--- src/rtl/bpred_btb_if.sv ---
// rtl/bpred_btb_if.sv - fetch lookup and EX update bundle for bpred_btb
//
// Groups the fetch-side lookup (if_pc -> pred_takenF/pred_targetF) and the
// EX-side resolution update (upd_*) used by the branch target buffer.
//   master : pipeline side, drives if_pc and upd_*, receives the prediction
//   slave  : predictor side, receives if_pc and upd_*, drives the prediction
interface bpred_btb_if;
  logic [31:0] if_pc;
  logic        pred_takenF;
  logic [31:0] pred_targetF;
  logic        upd_valid;
  logic [31:0] upd_pc;
  logic        upd_taken;
  logic [31:0] upd_target;

  modport master (
    output if_pc, upd_valid, upd_pc, upd_taken, upd_target,
    input  pred_takenF, pred_targetF
  );

  modport slave (
    input  if_pc, upd_valid, upd_pc, upd_taken, upd_target,
    output pred_takenF, pred_targetF
  );
endinterface

--- src/rtl/bpred_btb.sv ---
// rtl/bpred_btb.sv - direct-mapped BTB with 2-bit direction counters
//
// Purpose: fetch-stage branch predictor. A flop-based table indexed by
// pc[INDEX_BITS+1:2] holds valid/tag/target/2-bit counter per entry. Lookup
// is combinational from the registered table; training arrives from EX.
// Ports:
//   clk              rising-edge clock
//   reset            asynchronous, active-high reset
//   bus              bpred_btb_if.slave (if_pc, pred_takenF, pred_targetF,
//                    upd_valid, upd_pc, upd_taken, upd_target)
//   stat_updates     accepted update count       (BPRED_STATS_EN only)
//   stat_mispredicts mispredicted update count   (BPRED_STATS_EN only)
// Optional feature macro: BPRED_STATS_EN
module bpred_btb #(
  parameter  int INDEX_BITS = 4,
  localparam int TAG_BITS   = 30 - INDEX_BITS,
  localparam int ENTRIES    = 1 << INDEX_BITS
) (
  input  logic clk,
  input  logic reset,
  bpred_btb_if.slave bus
`ifdef BPRED_STATS_EN
  ,
  output logic [31:0] stat_updates,
  output logic [31:0] stat_mispredicts
`endif
);

  logic                valid_q  [ENTRIES];
  logic                valid_d  [ENTRIES];
  logic [TAG_BITS-1:0] tag_q    [ENTRIES];
  logic [TAG_BITS-1:0] tag_d    [ENTRIES];
  logic [31:0]         target_q [ENTRIES];
  logic [31:0]         target_d [ENTRIES];
  logic [1:0]          ctr_q    [ENTRIES];
  logic [1:0]          ctr_d    [ENTRIES];

  logic [INDEX_BITS-1:0] lk_idx;
  logic [TAG_BITS-1:0]   lk_tag;
  logic                  lk_hit;
  logic [INDEX_BITS-1:0] up_idx;
  logic [TAG_BITS-1:0]   up_tag;
  logic                  up_hit;
  logic                  up_pred_taken;

  // Byte-offset bits of both PCs never address the table.
  logic unused_pc_lsbs;
  assign unused_pc_lsbs = ^{bus.if_pc[1:0], bus.upd_pc[1:0]};

  // Lookup path: reads only registered state, so an update in the same
  // cycle to the same entry is not visible until the following cycle.
  assign lk_idx = bus.if_pc[INDEX_BITS+1:2];
  assign lk_tag = bus.if_pc[31:INDEX_BITS+2];
  assign lk_hit = valid_q[lk_idx] && (tag_q[lk_idx] == lk_tag);

  assign bus.pred_takenF  = lk_hit && ctr_q[lk_idx][1];
  assign bus.pred_targetF = bus.pred_takenF ? target_q[lk_idx] : bus.if_pc + 32'd4;

  assign up_idx        = bus.upd_pc[INDEX_BITS+1:2];
  assign up_tag        = bus.upd_pc[31:INDEX_BITS+2];
  assign up_hit        = valid_q[up_idx] && (tag_q[up_idx] == up_tag);
  assign up_pred_taken = up_hit && ctr_q[up_idx][1];

  always_comb begin
    valid_d  = valid_q;
    tag_d    = tag_q;
    target_d = target_q;
    ctr_d    = ctr_q;
    if (bus.upd_valid) begin
      if (up_hit) begin
        if (bus.upd_taken) begin
          if (ctr_q[up_idx] != 2'b11) ctr_d[up_idx] = ctr_q[up_idx] + 2'd1;
          target_d[up_idx] = bus.upd_target;
        end else if (ctr_q[up_idx] != 2'b00) begin
          ctr_d[up_idx] = ctr_q[up_idx] - 2'd1;
        end
      end else if (bus.upd_taken) begin
        // Allocation evicts whatever aliased entry lived here; new entries
        // start weakly taken. Not-taken misses never allocate.
        valid_d[up_idx]  = 1'b1;
        tag_d[up_idx]    = up_tag;
        target_d[up_idx] = bus.upd_target;
        ctr_d[up_idx]    = 2'b10;
      end
    end
  end

  always_ff @(posedge clk or posedge reset) begin
    if (reset) begin
      for (int i = 0; i < ENTRIES; i++) begin
        valid_q[i]  <= 1'b0;
        tag_q[i]    <= '0;
        target_q[i] <= '0;
        ctr_q[i]    <= 2'b01;
      end
    end else begin
      valid_q  <= valid_d;
      tag_q    <= tag_d;
      target_q <= target_d;
      ctr_q    <= ctr_d;
    end
  end

`ifdef BPRED_STATS_EN
  logic [31:0] stat_updates_q, stat_updates_d;
  logic [31:0] stat_mispredicts_q, stat_mispredicts_d;
  logic        up_mispredict;

  // Judged against the table as it stood before this update is applied.
  assign up_mispredict = (up_pred_taken != bus.upd_taken) ||
                         (up_pred_taken && bus.upd_taken &&
                          (target_q[up_idx] != bus.upd_target));

  always_comb begin
    stat_updates_d     = stat_updates_q;
    stat_mispredicts_d = stat_mispredicts_q;
    if (bus.upd_valid) begin
      stat_updates_d = stat_updates_q + 32'd1;
      if (up_mispredict) stat_mispredicts_d = stat_mispredicts_q + 32'd1;
    end
  end

  always_ff @(posedge clk or posedge reset) begin
    if (reset) begin
      stat_updates_q     <= '0;
      stat_mispredicts_q <= '0;
    end else begin
      stat_updates_q     <= stat_updates_d;
      stat_mispredicts_q <= stat_mispredicts_d;
    end
  end

  assign stat_updates     = stat_updates_q;
  assign stat_mispredicts = stat_mispredicts_q;
`else
  logic unused_pred_taken;
  assign unused_pred_taken = up_pred_taken;
`endif

endmodule
--- src/flat_wrapper.sv ---
// flat-port wrapper written by rule: the top's interface ports become plain ports
module bpred_btb_flat 
#(
  parameter  int INDEX_BITS = 4,
  localparam int TAG_BITS   = 30 - INDEX_BITS,
  localparam int ENTRIES    = 1 << INDEX_BITS
)
  (clk, reset, bus_if_pc, bus_upd_valid, bus_upd_pc, bus_upd_taken, bus_upd_target, bus_pred_takenF, bus_pred_targetF);
  bpred_btb_if bus_i ();
  input  logic clk;
  input  logic reset;
  input wire logic [$bits(bus_i.if_pc)-1:0] bus_if_pc;
  input wire logic [$bits(bus_i.upd_valid)-1:0] bus_upd_valid;
  input wire logic [$bits(bus_i.upd_pc)-1:0] bus_upd_pc;
  input wire logic [$bits(bus_i.upd_taken)-1:0] bus_upd_taken;
  input wire logic [$bits(bus_i.upd_target)-1:0] bus_upd_target;
  output wire logic [$bits(bus_i.pred_takenF)-1:0] bus_pred_takenF;
  output wire logic [$bits(bus_i.pred_targetF)-1:0] bus_pred_targetF;
  assign bus_i.if_pc = bus_if_pc;
  assign bus_i.upd_valid = bus_upd_valid;
  assign bus_i.upd_pc = bus_upd_pc;
  assign bus_i.upd_taken = bus_upd_taken;
  assign bus_i.upd_target = bus_upd_target;
  assign bus_pred_takenF = bus_i.pred_takenF;
  assign bus_pred_targetF = bus_i.pred_targetF;
  bpred_btb #(.INDEX_BITS(INDEX_BITS)) u_core (.clk(clk), .reset(reset), .bus(bus_i));
endmodule
--- config.mk ---
export PLATFORM = sky130hd
export DESIGN_NAME = bpred_btb_flat
export DESIGN_NICKNAME = d
export VERILOG_FILES = /design/src/rtl/bpred_btb_if.sv /design/src/rtl/bpred_btb.sv /design/src/flat_wrapper.sv
export SDC_FILE = /design/constraint.sdc
export NUM_CORES = 2
export LEC_CHECK = 0
export ABC_AREA = 1
export CAP_MARGIN = 20
export CORE_ASPECT_RATIO = 1.75
export CORE_MARGIN = 2
export CORE_UTILIZATION = 50
export DETAILED_ROUTE_END_ITERATION = 7
export DONT_BUFFER_PORTS = 1
export SETUP_SLACK_MARGIN = 0.05
export SLEW_MARGIN = 20
export SYNTH_ARGS = -nofsm -noshare
export SYNTH_HDL_FRONTEND = slang
export SYNTH_SLANG_ARGS = --single-unit
--- constraint.sdc ---
create_clock -name clk -period 41.1 [get_ports clk]
set_clock_uncertainty 0.1 [all_clocks]
set_input_delay 8.22 -clock clk [delete_from_list [all_inputs] [get_ports clk]]
set_output_delay 8.22 -clock clk [all_outputs]
set_load 0.005 [all_outputs]
==> flow_summary.json <==
{
  "ir_drop_mv": 0.0348,
  "period_needed_ns": 21.74,
  "r2r_cells": 18,
  "synthesis.nets": 7208,
  "hold_start": "u_core.ctr_q[0]",
  "maxCapViolations": 0,
  "rows": 155,
  "fp.coreArea_mm2": 0.102,
  "worstMarginPinSlew_ns": 1.13,
  "p_leak_nw": 26.4,
  "crit_path_start_kind": "input port",
  "post_cts_buffers": 0,
  "grt_start_max_net_pins": 474,
  "setup_violations": 0,
  "syn_inst": 7105,
  "cts.sinks": 976,
  "synth-seq-area-share_pct": 47.6,
  "ys_types": 42,
  "routed_wl_um": 187000,
  "grt_pass1_vias": 45200,
  "reg2reg_to": "u_core.tag_q[48]",
  "cp_max_fo": 334,
  "wire_per_inst_um": 23.0,
  "cellPowerDensity_mw_per_mm2": 48.6,
  "drc_errors": 0,
  "vias": 47400,
  "clkTransAtPathRegs_ns": 0.06,
  "io_buffers": 0,
  "layout_common_cells": "nand2_1 (2197), o21ai_0 (1370), dfrtp_1 (960)",
  "clkLatencyLatePin_ns": 0.73,
  "critPathKind": "input port to output port",
  "r2r-start": "u_core.tag_q[414]",
  "max_freq_ghz": 0.0460,
  "synth_fa_ha_area_share_pct": 0.0731,
  "cts_tree": "built",
  "area_growth_pct": 6.64,
  "crit_arrival_ns": 13.42,
  "syn_avg_cell_area_um2": 7.23,
  "hold_path_class": "register to register",
  "synth-async-reset-ratio_pct": 100,
  "antenna_found_initial": 1,
  "pre_cts_slack_ns": 19.75,
  "grt_pass1_wl_um": 281000,
  "synth-compound-area-share_pct": 20.8,
  "clockRootBuffer": "clkbuf_16",
  "synth_top_family_by_area": "simple AND/OR/NAND/NOR gates",
  "synth_mux_area_share_pct": 0,
  "final.setup.tns_ns": 0,
  "layout-drive-gt1-share_pct": 4.49,
  "viasPerCell": 5.82,
  "grt_setup_unrepaired": "false",
  "synth-main-ff-cell": "dfrtp_1",
  "yosys.area_share.simple_pct": 22.5,
  "hold_path_depth": 2,
  "worstPathRequired_ns": 32.78,
  "fillers": 10100,
  "gp_congestion": 0.919,
  "finalHoldViolCount": 0,
  "crit_path_end_kind": "output port",
  "fin_ws_ns": 19.36,
  "ys_warn_count": 0,
  "critPathLaunch": "bus_if_pc[3]",
  "grt_util_all_layers_pct": 35.4,
  "mostFrequentLayoutCell": "nand2_1",
  "yosys_register_bits": 976,
  "nNetsFinal": 6836,
  "slew-limit-headroom_pct": 24.7,
  "dr.first_iter.drc_count": 4558,
  "die_y_um": 428,
  "whs_ns": 0.364,
  "r2r_slack_ns": 36.50,
  "period_share_pct": 52.9,
  "whs_endpoint": "u_core.ctr_q[0]",
  "firstDrtPassIters": 6,
  "total_power_mw": 2.66,
  "status": "completed",
  "cts_resized": 0,
  "dieArea_mm2": 0.105,
  "synth-edff-count": 0,
  "final_core_util_pct": 53.8,
  "postCtsHoldBufs": 0,
  "synth_xor_area_share_pct": 0.546,
  "grt-ovfl-total": 0,
  "htreeDepth": 3,
  "start_util_pct": 50.4,
  "die_w_um": 246,
  "clock_path_buffers": 3,
  "cts_buffers": 96,
  "netlist_area_mm2": 0.0513,
  "dpl.hpwl_um": 108000,
  "antenna_left": 0,
  "drv_slew": 0,
  "ios": 133
}
power by group:
group	leakage (nW)	internal [mW]	switching [mW]	total, mW
sequential	11.9	1.16	0.0991	1.26
clock	1.61	0.523	0.406	0.928
combinational	12.9	0.169	0.307	0.476
total	26.4	1.85	0.812	2.66
cell type report:
class	count	area, um^2	area share [%]
flip-flops and latches	976	24400	44.7
clock inverters	33	408	0.745
multi-input cells	5060	22800	41.6
clock buffers	144	2840	5.18
well taps	1334	1670	3.05
repair buffers	75	596	1.09
diodes	1	2.50	0.00457
inverters	524	1990	3.64
worst max-delay path, cell delays in order:
cell     delay, ns
inv_6         0.73
buf_4         0.66
buf_4         0.66
a21oi_1       0.09
a22oi_1       0.53
o21ai_0       0.16
a21oi_1       0.14
nand4_1       0.10
nor2_1        0.15
nand2_1       0.08
nor2_2        0.47
nand2_2       0.40
o21ai_1       0.75
sequential cells by signal, summed over array words and instances, names as in the netlist:
register	cells
u_core.ctr_q	32
u_core.valid_q	16
u_core.target_q	512
u_core.tag_q	416
routing by layer:
metal	global-route usage (%)	share of wire, %	up-vias
met3	7.32	8.8	524
met4	21.5	6.7	2
met1	43.4	38	22700
met5	0	0.0080	-
met2	57.3	47	2050
li1	-	-	22200
kinds of logic (layout without fill, tap and decap cells):
family / Yosys count / after routing
AO/OA/AOI/OAI: 2049 / 2049
buffers and inverters: 1069 / 776
flip-flops: 976 / 976
XOR/XNOR: 32 / 32
AND/OR/NAND/NOR: 2976 / 2976
adder cells (fa/ha/maj): 3 / 3
other: 0 / 1
worst max path at each step:
stage,end,slack [ns]
floorplan,u_core.ctr_q[11],5.35
global placement,bus_pred_targetF[8],19.79
detailed placement,bus_pred_targetF[8],19.75
CTS,bus_pred_targetF[8],19.72
global route,bus_pred_targetF[8],19.41
finish,bus_pred_targetF[8],19.36
through the flow:
stage	cells	instance area [um^2]
after detailed placement	7968	51500
after global routing	8146	54700
after CTS	8145	54700
after floorplan	7105	51300
after global placement	7968	51500
final	8147	54700
synthesized netlist by cell type, types with 4 or more instances:
master | instances | area, um^2
buf_2 | 115 | 576
o21ai_1 | 164 | 821
a22oi_1 | 17 | 128
xnor2_1 | 4 | 35.0
nand2_1 | 2212 | 8300
buf_1 | 40 | 150
buf_4 | 19 | 143
o211ai_1 | 21 | 158
nand3b_1 | 9 | 67.6
xor2_1 | 28 | 245
dfrtp_1 | 960 | 24000
nand3_1 | 87 | 435
nor3_1 | 17 | 85.1
a22o_1 | 31 | 272
dfstp_2 | 16 | 420
inv_1 | 515 | 1930
o21bai_1 | 10 | 75.1
o22ai_1 | 65 | 407
a221oi_1 | 30 | 263
a21oi_1 | 335 | 1680
clkbuf_1 | 360 | 1350
nor2_1 | 572 | 2150
nand4_1 | 55 | 344
buf_6 | 10 | 113
nor2_2 | 10 | 62.6
o21ai_0 | 1371 | 6860
inv_2 | 5 | 18.8
Note: power is estimated with default switching activity, not from simulation.
